[src/rtl/wb_cmd_exec_pkg.sv]
// Shared types for the command execution stage: command word layout, FSM states, defaults.
// Latency: n/a (types and constants only).
// Backpressure: n/a.
package wb_cmd_exec_pkg;

    // Command word as produced by the node command queue, MSB first.
    typedef struct packed {
        logic [31:0] datw;
        logic [31:0] adr;
        logic [3:0]  sel;
        logic        we;
        logic        taken;
        logic        valid;
    } cmd_t;

    localparam int CMD_SIZE        = $bits(cmd_t);
    localparam int WBX_TIMEOUT_DEF = 255;

    typedef enum logic [1:0] {
        WBX_ST_IDLE = 2'd0,
        WBX_ST_BUS  = 2'd1,
        WBX_ST_DONE = 2'd2
    } wbx_state_t;

    // A slot may be issued only while it is queued and not yet handed to the bus.
    function automatic logic cmd_eligible(input cmd_t c);
        return c.valid && !c.taken;
    endfunction

endpackage

[src/rtl/wb_cmd_exec_if.sv]
// Outbound Wishbone classic bus bundle between the execution stage and the slave.
// Latency: n/a (wires only).
// Backpressure: slave stalls the master by withholding wb_ack/wb_err.
interface wb_cmd_exec_if;
    logic        wb_cyc;
    logic        wb_stb;
    logic        wb_we;
    logic [3:0]  wb_sel;
    logic [31:0] wb_adr;
    logic [31:0] wb_datw;
    logic        wb_ack;
    logic        wb_err;
    logic [31:0] wb_datr;

    modport master (
        output wb_cyc, wb_stb, wb_we, wb_sel, wb_adr, wb_datw,
        input  wb_ack, wb_err, wb_datr
    );

    modport slave (
        input  wb_cyc, wb_stb, wb_we, wb_sel, wb_adr, wb_datw,
        output wb_ack, wb_err, wb_datr
    );
endinterface

[src/rtl/wb_rr_arb2.sv]
// Two-request round-robin arbiter; a tie goes to the slot that was not served last.
// Latency: purely combinational.
// Backpressure: none; the caller decides when a grant is consumed.
module wb_rr_arb2 (
    input  logic [1:0] req,
    input  logic       last,
    output logic [1:0] gnt,
    output logic       gnt_idx
);

    // Single requester wins outright; on a tie the pointer picks the other slot.
    always_comb begin
        gnt     = 2'b00;
        gnt_idx = 1'b0;
        if (req == 2'b11) begin
            gnt_idx = ~last;
            gnt     = last ? 2'b01 : 2'b10;
        end else if (req[1]) begin
            gnt_idx = 1'b1;
            gnt     = 2'b10;
        end else if (req[0]) begin
            gnt     = 2'b01;
        end
    end

endmodule

[src/rtl/wb_cmd_exec.sv]
// Issues queued command slots as single Wishbone classic transactions, round-robin between slots.
// Latency: eligible cmd -> wb_cyc next cycle; ack in cycle k -> complete/rsp in k+1, idle in k+2.
// Backpressure: holds one command in BUS until ack/err/timeout; new grants only from IDLE.
module wb_cmd_exec
    import wb_cmd_exec_pkg::*;
#(
    parameter int TIMEOUT = WBX_TIMEOUT_DEF,
    parameter int CMD_W   = CMD_SIZE
) (
    input  logic               clk,
    input  logic               rst,
    input  logic [CMD_W-1:0]   cmd_in_0,
    input  logic [CMD_W-1:0]   cmd_in_1,
    output logic [1:0]         cmd_taken,
    output logic [1:0]         cmd_complete,
    wb_cmd_exec_if.master      wb,
    output logic [1:0]         rsp_valid,
    output logic               rsp_err,
    output logic [31:0]        rsp_datr
);

    localparam logic [7:0] TMO_LIMIT = 8'(TIMEOUT);

    cmd_t       cmd_0;
    cmd_t       cmd_1;
    wbx_state_t state;
    logic       last_srv;
    logic       slot;
    logic [7:0] tmo_cnt;
    logic [1:0] req;
    logic [1:0] gnt;
    logic       gnt_idx;
    logic       tmo_hit;
    cmd_t       gnt_cmd;

    assign cmd_0   = cmd_in_0;
    assign cmd_1   = cmd_in_1;
    assign req     = {cmd_eligible(cmd_1), cmd_eligible(cmd_0)};
    assign gnt_cmd = gnt_idx ? cmd_1 : cmd_0;
    // A zero TIMEOUT means the bus may stall forever.
    assign tmo_hit = (TIMEOUT != 0) && (tmo_cnt == TMO_LIMIT);

    wb_rr_arb2 u_arb (
        .req     (req),
        .last    (last_srv),
        .gnt     (gnt),
        .gnt_idx (gnt_idx)
    );

    // Transaction FSM; every output is a register so nothing from the inputs leaks through.
    always_ff @(posedge clk) begin
        if (rst) begin
            state        <= WBX_ST_IDLE;
            last_srv     <= 1'b0;
            slot         <= 1'b0;
            tmo_cnt      <= 8'd0;
            cmd_taken    <= 2'b00;
            cmd_complete <= 2'b00;
            rsp_valid    <= 2'b00;
            rsp_err      <= 1'b0;
            rsp_datr     <= 32'd0;
            wb.wb_cyc    <= 1'b0;
            wb.wb_stb    <= 1'b0;
            wb.wb_we     <= 1'b0;
            wb.wb_sel    <= 4'd0;
            wb.wb_adr    <= 32'd0;
            wb.wb_datw   <= 32'd0;
        end else begin
            cmd_taken    <= 2'b00;
            cmd_complete <= 2'b00;
            rsp_valid    <= 2'b00;
            case (state)
                WBX_ST_IDLE: begin
                    if (|gnt) begin
                        // Latch the granted command; the bus only ever sees these copies.
                        slot       <= gnt_idx;
                        wb.wb_we   <= gnt_cmd.we;
                        wb.wb_sel  <= gnt_cmd.sel;
                        wb.wb_adr  <= gnt_cmd.adr;
                        wb.wb_datw <= gnt_cmd.datw;
                        wb.wb_cyc  <= 1'b1;
                        wb.wb_stb  <= 1'b1;
                        cmd_taken  <= gnt;
                        tmo_cnt    <= 8'd0;
                        state      <= WBX_ST_BUS;
                    end
                end
                WBX_ST_BUS: begin
                    if (wb.wb_err || wb.wb_ack || tmo_hit) begin
                        // err beats ack beats timeout; only a clean read ack returns data.
                        wb.wb_cyc    <= 1'b0;
                        wb.wb_stb    <= 1'b0;
                        cmd_complete <= slot ? 2'b10 : 2'b01;
                        rsp_valid    <= slot ? 2'b10 : 2'b01;
                        rsp_err      <= wb.wb_err || !wb.wb_ack;
                        rsp_datr     <= (!wb.wb_err && wb.wb_ack && !wb.wb_we) ? wb.wb_datr : 32'd0;
                        last_srv     <= slot;
                        state        <= WBX_ST_DONE;
                    end else begin
                        tmo_cnt <= tmo_cnt + 8'd1;
                    end
                end
                WBX_ST_DONE: begin
                    // One dead cycle lets the queue retire the completed slot before re-arbitration.
                    state <= WBX_ST_IDLE;
                end
                default: begin
                    state <= WBX_ST_IDLE;
                end
            endcase
        end
    end

endmodule

[src/flat_wrapper.sv]
// flat-port wrapper written by rule: the top's interface ports become plain ports
module wb_cmd_exec_flat import wb_cmd_exec_pkg::*;
#(
    parameter int TIMEOUT = WBX_TIMEOUT_DEF,
    parameter int CMD_W   = CMD_SIZE
)
  (clk, rst, cmd_in_0, cmd_in_1, cmd_taken, cmd_complete, rsp_valid, rsp_err, rsp_datr, wb_wb_cyc, wb_wb_stb, wb_wb_we, wb_wb_sel, wb_wb_adr, wb_wb_datw, wb_wb_ack, wb_wb_err, wb_wb_datr);
  wb_cmd_exec_if wb_i ();
  input  logic clk;
  input  logic rst;
  input  logic [CMD_W-1:0] cmd_in_0;
  input  logic [CMD_W-1:0] cmd_in_1;
  output logic [1:0] cmd_taken;
  output logic [1:0] cmd_complete;
  output logic [1:0] rsp_valid;
  output logic rsp_err;
  output logic [31:0] rsp_datr;
  output wire logic [$bits(wb_i.wb_cyc)-1:0] wb_wb_cyc;
  output wire logic [$bits(wb_i.wb_stb)-1:0] wb_wb_stb;
  output wire logic [$bits(wb_i.wb_we)-1:0] wb_wb_we;
  output wire logic [$bits(wb_i.wb_sel)-1:0] wb_wb_sel;
  output wire logic [$bits(wb_i.wb_adr)-1:0] wb_wb_adr;
  output wire logic [$bits(wb_i.wb_datw)-1:0] wb_wb_datw;
  input wire logic [$bits(wb_i.wb_ack)-1:0] wb_wb_ack;
  input wire logic [$bits(wb_i.wb_err)-1:0] wb_wb_err;
  input wire logic [$bits(wb_i.wb_datr)-1:0] wb_wb_datr;
  assign wb_wb_cyc = wb_i.wb_cyc;
  assign wb_wb_stb = wb_i.wb_stb;
  assign wb_wb_we = wb_i.wb_we;
  assign wb_wb_sel = wb_i.wb_sel;
  assign wb_wb_adr = wb_i.wb_adr;
  assign wb_wb_datw = wb_i.wb_datw;
  assign wb_i.wb_ack = wb_wb_ack;
  assign wb_i.wb_err = wb_wb_err;
  assign wb_i.wb_datr = wb_wb_datr;
  wb_cmd_exec #(.TIMEOUT(TIMEOUT), .CMD_W(CMD_W)) u_core (.clk(clk), .rst(rst), .cmd_in_0(cmd_in_0), .cmd_in_1(cmd_in_1), .cmd_taken(cmd_taken), .cmd_complete(cmd_complete), .wb(wb_i), .rsp_valid(rsp_valid), .rsp_err(rsp_err), .rsp_datr(rsp_datr));
endmodule
[config.mk]
export PLATFORM = sky130hd
export DESIGN_NAME = wb_cmd_exec_flat
export DESIGN_NICKNAME = d
export VERILOG_FILES = /design/src/rtl/wb_cmd_exec_pkg.sv /design/src/rtl/wb_cmd_exec_if.sv /design/src/rtl/wb_rr_arb2.sv /design/src/rtl/wb_cmd_exec.sv /design/src/flat_wrapper.sv
export SDC_FILE = /design/constraint.sdc
export NUM_CORES = 1
export LEC_CHECK = 0
export CORE_MARGIN = 5
export CORE_UTILIZATION = 39
export DETAILED_ROUTE_END_ITERATION = 8
export PLACE_DENSITY = 0.82
export SLEW_MARGIN = 10
export SYNTH_ARGS = -nofsm -noshare
export SYNTH_HDL_FRONTEND = slang
export SYNTH_SLANG_ARGS = --single-unit
[constraint.sdc]
create_clock -name clk -period 2.07 [get_ports clk]
set_input_delay 0.3105 -clock clk [delete_from_list [all_inputs] [get_ports clk]]
set_output_delay 0.3105 -clock clk [all_outputs]
set_load 0.005 [all_outputs]
==> results of run 1 <==
[metal layers]
metal	share of wire [%]	up-vias	routed length [µm]	GRT usage, %
li1	-	2292	-	-
met4	2.7	0	465	9.103
met1	36	2221	6173	22.77
met2	53	207	9126	38.66
met5	0	-	0	0
met3	8.0	46	1378	6.721
[per-stage QoR]
step / instance area, µm² / setup TNS (ns) / setup WS, ns / util, % / hold WS [ns]
after global routing: 8752 / 0 / 0.08687 / 69.07 / 0.3155
after floorplan: 5071 / 0 / 0.5492 / - / 0.4056
after CTS: 8752 / 0 / 0.2940 / 69.07 / 0.2834
after detailed placement: 8147 / -0.6271 / -0.07481 / 64.29 / 0.4546
final: 8752 / 0 / 0.2412 / 69.07 / 0.3048
after global placement: 8147 / -0.3487 / -0.06145 / 64.29 / 0.4359
[flip-flops by register name, indices dropped and copies added, names as in the netlist]
| signal | cells |
|---|---|
| u_core.cmd_complete | 2 |
| u_core.wb.wb_cyc | 1 |
| u_core.last_srv | 1 |
| u_core.cmd_taken | 2 |
| u_core.wb.wb_adr | 32 |
| u_core.wb.wb_we | 1 |
| u_core.slot | 1 |
| u_core.wb.wb_datw | 32 |
| u_core.state | 2 |
| u_core.wb.wb_sel | 4 |
| u_core.tmo_cnt | 8 |
| u_core.rsp_err | 1 |
| u_core.rsp_datr | 32 |
[report_power, final]
part	internal, µW	switching (µW)
Sequential	2460	101
Combinational	836	527
Clock	1950	1050
Total	5250	1680
[path summary, 6_finish.rpt]
kind	startpoint	to	slack, ns	cells after the start
max	u_core.tmo_cnt[0]	u_core.rsp_datr[24]	0.24	6
min	rst	u_core.wb.wb_adr[28]	0.30	2
max reg2reg	u_core.tmo_cnt[0]	u_core.rsp_datr[24]	0.24	6
min reg2reg	u_core.slot	u_core.cmd_complete[0]	0.46	1
[synthesized netlist by cell type, types with 7 or more instances]
cell type  instances  share of area [%]
a22o_1            32                5.5
nor2_1            71                5.3
buf_2             15                1.5
clkbuf_1           8               0.59
dfxtp_1          119                 47
a211oi_2          40                9.9
mux2i_1           69                 14
buf_4             15                2.2
nand3_1            7               0.69
a211oi_1          30                4.4
[final cells by class]
cell class	instances	area (µm²)	share of cell area (%)
inverter	3	11.26	0.1287
tap	172	215.2	2.459
multi-input combinational	306	2430	27.76
clock inverter	11	148.9	1.701
timing repair buffer	302	3108	35.51
sequential	119	2382	27.22
clock buffer	20	456.7	5.218
[logic make-up after synthesis]
logic type	synth area share (%)
AO/OA/AOI/OAI	24.03
AND/OR/NAND/NOR	9.870
adder cells (fa/ha/maj)	0.2467
flip-flops	46.98
buffers and inverters	5.255
multiplexers	13.62
==> results.yml, run 1 <==
logic_synthesis:
  ys.flop_type: "dfxtp_1"
  synth_area_um2: 5071
  ys_types: 42
  synth_async_sr_flop_share_pct: 0
  synth_cells: 470
  avgSynthCellArea_um2: 10.79
  synth_seq_cells: 119
  ys_warn_count: 0
  yosysSeqAreaShare_pct: 46.98
  synth_fp_nets: 649
  synth-edff-count: 0
grt:
  antenna_found_initial: 0
  grt_pass1_vias: 4917
  track_usage_pct: 21.35
  grt_overflow: 0
  grt_pass1_wl_um: 25300
  grt_max_degree: 69
job:
  drv_cap: 0
layout:
  fin_cells: 933
  synthToLayoutAreaGrowth_pct: 72.59
  final_nets: 928
  final_common_cell: "clkdlybuf4s50_1"
  mostFrequentLayoutCells: "clkdlybuf4s50_1, dfxtp_1, nor2_1, mux2i_1, a211oi_2"
  fillers: 940
  diodes: 0
  drive_above_1_share_pct: 12.48
sta:
  hold_violations: 0
  fin_worst_skew_ns: 0.006260
  fin_crit_ns: 1.829
  rsz0062_at_grt: "no"
  slew_headroom_pct: 59.26
  fin_crit_sh_pct: 88.35
  timing.fmax_mhz: 546.8
  setup_viol: 0
  tightest_slew_ns: 0.6111
  maxSlewViolCount: 0
floorplanning:
  core-area_um2: 12670
  io_pins: 288
  dieArea_um2: 15380
  die_w_um: 124.0
  rows: 41
  start_util_pct: 40.02
  die_y_um: 124.0
pwr:
  vdd_ir_drop_max_v: 0.0005122
  powerDensity_nw_per_um2: 791.5
  power_uw: 6928
  p_leak_uw: 0.003523
status:
  status: "completed"
clock_tree:
  clockBufferDepth: 2
  cts-root-buf: "clkbuf_16"
  postCtsSetupBuffers: 0
  postCtsHoldBufs: 0
  cts.sinks: 119
  cts_resized: 0
  cts_buffers: 17
  clock_latency_ns: 0.41
  clk_pin_slew_ns: 0.06
  htree_levels: 4
  cts_tree: "built"
worst_setup_path:
  start_kind: "register"
  end_kind: "register"
  cp_num_buf_inv: 1
  path_max_fanout: 34
  arrival_ns: 2.12
  crit_chain: "ha_1, nand3_1, o21ai_1, a21oi_2, buf_12, a22o_1"
  crit_slowest_cell: "dfxtp_1"
  critical_path_class: "register to register"
  cp.required_ns: 2.36
  cpPeakStageDelay_ns: 0.41
  crit_family: "compound AO/OA/AOI/OAI gates"
detailed_routing:
  drt_iter0_markers: 279
  antenna_left: 0
  drcViolationCount: 0
  postRouteWirelength_um: 17140
  viasPerCell: 5.108
  wl_per_cell_um: 18.38
  first_pass_iters: 5
  num_vias: 4766
placement:
  gp_congestion: 0.8196
  place_hpwl_um: 13250
  portBuffers: 287
  dp_cells: 902
hold_path:
  hold_path.class: "input port to register"
(Power assumes the default switching activity.)
==> inputs of run 2 (changes only) <==
- CTS_CLUSTER_SIZE: not set -> 24
==> results of run 2 <==
Final layout, timing and power as in run 1 (identical DEF).
==> inputs of run 3 (changes only) <==
- CORE_UTILIZATION: 39 -> 41
- PLACE_DENSITY: 0.82 -> 0.85
- clock period: 2.07 -> 2.4 ns (I/O delays scaled with it)
==> run 3 against run 2 <==
Total power down 15%. Fmax down 17%. Clock skew up 0.0026 ns. Critical path depth down 3. First-iteration DRC count up 2.2%. Via count down 0.27%. Wire length up 0.82%. Register-to-register slack worse by 0.04 ns. Die area down 4.5%. Hold slack better by 0.0089 ns. Non-clock buffer count down 4. Critical path type unchanged. Largest power group unchanged. Highest routed layer unchanged.
==> results.yml, run 3 (synthesized netlist as in run 1, its figures left out) <==
layout:
  mostFrequentLayoutCells: "clkdlybuf4s50_1, dfxtp_1, nor2_1, mux2i_1, a211oi_2"
  diodes: 0
  fillers: 897
  final_nets: 924
  multiInputGateArea_um2: 2430
  seq_area_um2: 2382
  drive_above_1_share_pct: 12.02
  largestRegisters: "u_core.rsp_datr x32, u_core.wb.wb_adr x32, u_core.wb.wb_datw x32"
  final_common_cell: "clkdlybuf4s50_1"
  synthToLayoutAreaGrowth_pct: 70.71
clock_tree:
  cts_resized: 0
  clock_latency_ns: 0.41
  cts-root-buf: "clkbuf_16"
  cts_tree: "built"
  postCtsSetupBuffers: 0
  clockBufferDepth: 2
  clk_pin_slew_ns: 0.06
  htree_levels: 4
  postCtsHoldBufs: 0
  cts_buffers: 17
  cts.sinks: 119
grt:
  grt_pass1_wl_um: 25540
  grt_max_degree: 43
  track_usage_pct: 22.13
  grt_pass1_vias: 4766
  grt_overflow: 0
  antenna_found_initial: 0
detailed_routing:
  wl_per_cell_um: 18.69
  first_pass_iters: 4
  drt_iter0_markers: 285
  viasPerCell: 5.138
  drcViolationCount: 0
  num_vias: 4753
  antenna_left: 0
  postRouteWirelength_um: 17290
job:
  drv_cap: 0
worst_setup_path:
  r2r-start: "u_core.state[0]"
  arrival_ns: 2.54
  ff2ff_setup_slack_ns: 0.20
  start_kind: "register"
  cp-endpoint: "u_core.rsp_datr[9]"
  startpoint: "u_core.state[0]"
  ff2ff_path_depth: 3
  path_max_fanout: 32
  cp.required_ns: 2.74
  critical_path_class: "register to register"
  r2r_end: "u_core.rsp_datr[9]"
  end_kind: "register"
floorplanning:
  die_w_um: 121.2
  start_util_pct: 42.04
  rows: 40
  die_y_um: 121.2
  dieArea_um2: 14690
  core-area_um2: 12060
  io_pins: 288
placement:
  gp_congestion: 0.8501
  portBuffers: 287
  pre_cts_ws_ns: 0.1227
  place_hpwl_um: 13250
pwr:
  p_leak_uw: 0.003478
  powerDensity_nw_per_um2: 683.2
  vdd_ir_drop_max_v: 0.0003984
sta:
  slew_headroom_pct: 20.15
  tightest_slew_ns: 1.197
  setup_viol: 0
  fin_crit_sh_pct: 91.63
  fin_crit_ns: 2.199
  tns_ns: 0
  setup_ws_ns: 0.2010
  hold_violations: 0
  rsz0062_at_grt: "no"
  fin_worst_skew_ns: 0.008898
  maxSlewViolCount: 0
  timing.fmax_mhz: 454.7
status:
  status: "completed"
hold_path:
  hold_path.class: "input port to register"
==> run 3: changes by cell type in the layout (fill, tap and decap cells not counted) <==
cell        delta
clkinvlp_4     +1
clkbuf_8       -1
buf_12         -4
clkinv_2       +1
clkinv_4       -1
==> run 3: routing by layer <==
layer / up-vias / wire, µm / track usage (%) / share of wire [%]
met2: 181 / 9166 / 40.47 / 53
met3: 19 / 1303 / 7.086 / 7.5
met1: 2262 / 6536 / 24.21 / 38
met5: - / 0 / 0 / 0
met4: 0 / 278 / 6.933 / 1.6
li1: 2291 / - / - / -
==> run 3: layout make-up <==
cell class / instances / area share (%)
Inverter: 3 / 0.1301
Clock inverter: 12 / 1.763
Sequential cell: 119 / 27.52
Multi-Input combinational cell: 306 / 28.07
Clock buffer: 19 / 5.116
Timing Repair Buffer: 298 / 34.98
Tap cell: 168 / 2.428
==> run 3: through the flow <==
step                      utilization, %  cells  hold WS (ns)  total power (µW)  cell area (µm²)
after global placement             66.84    894        0.4612              3368             8061
after global routing               71.77    925        0.3205              6129             8657
after CTS                          71.77    925        0.2987              5965             8657
after detailed placement           66.84    894        0.4659              3405             8061
final                              71.77    925        0.3137              5914             8657
after floorplan                        -    470        0.4056              2711             5071
==> run 3: how the worst min path moves through the flow <==
stage                                   to  depth (start not counted)           startpoint  slack, ns
finish                   u_core.tmo_cnt[4]                          4                  rst       0.31
detailed placement     u_core.rsp_datr[29]                          1  u_core.rsp_datr[29]       0.47
CTS                      u_core.tmo_cnt[7]                          4                  rst       0.30
global route               u_core.state[1]                          3                  rst       0.32
global placement        u_core.rsp_datr[7]                          1   u_core.rsp_datr[7]       0.46
floorplan           u_core.cmd_complete[0]                          1          u_core.slot       0.41
==> run 3: report_power, final <==
part	leakage, µW	total (µW)	internal, µW	switching, µW
clock	0.000281	2550	1650	901
combinational	0.00222	1160	700	457
sequential	0.000976	2200	2120	83.7
==> run 3: worst max-delay path: stages (launching register included) <==
cell and delay, ns:
dfxtp_1 0.43, nor3b_4 0.36, and4b_1 1.06, a22o_1 0.27
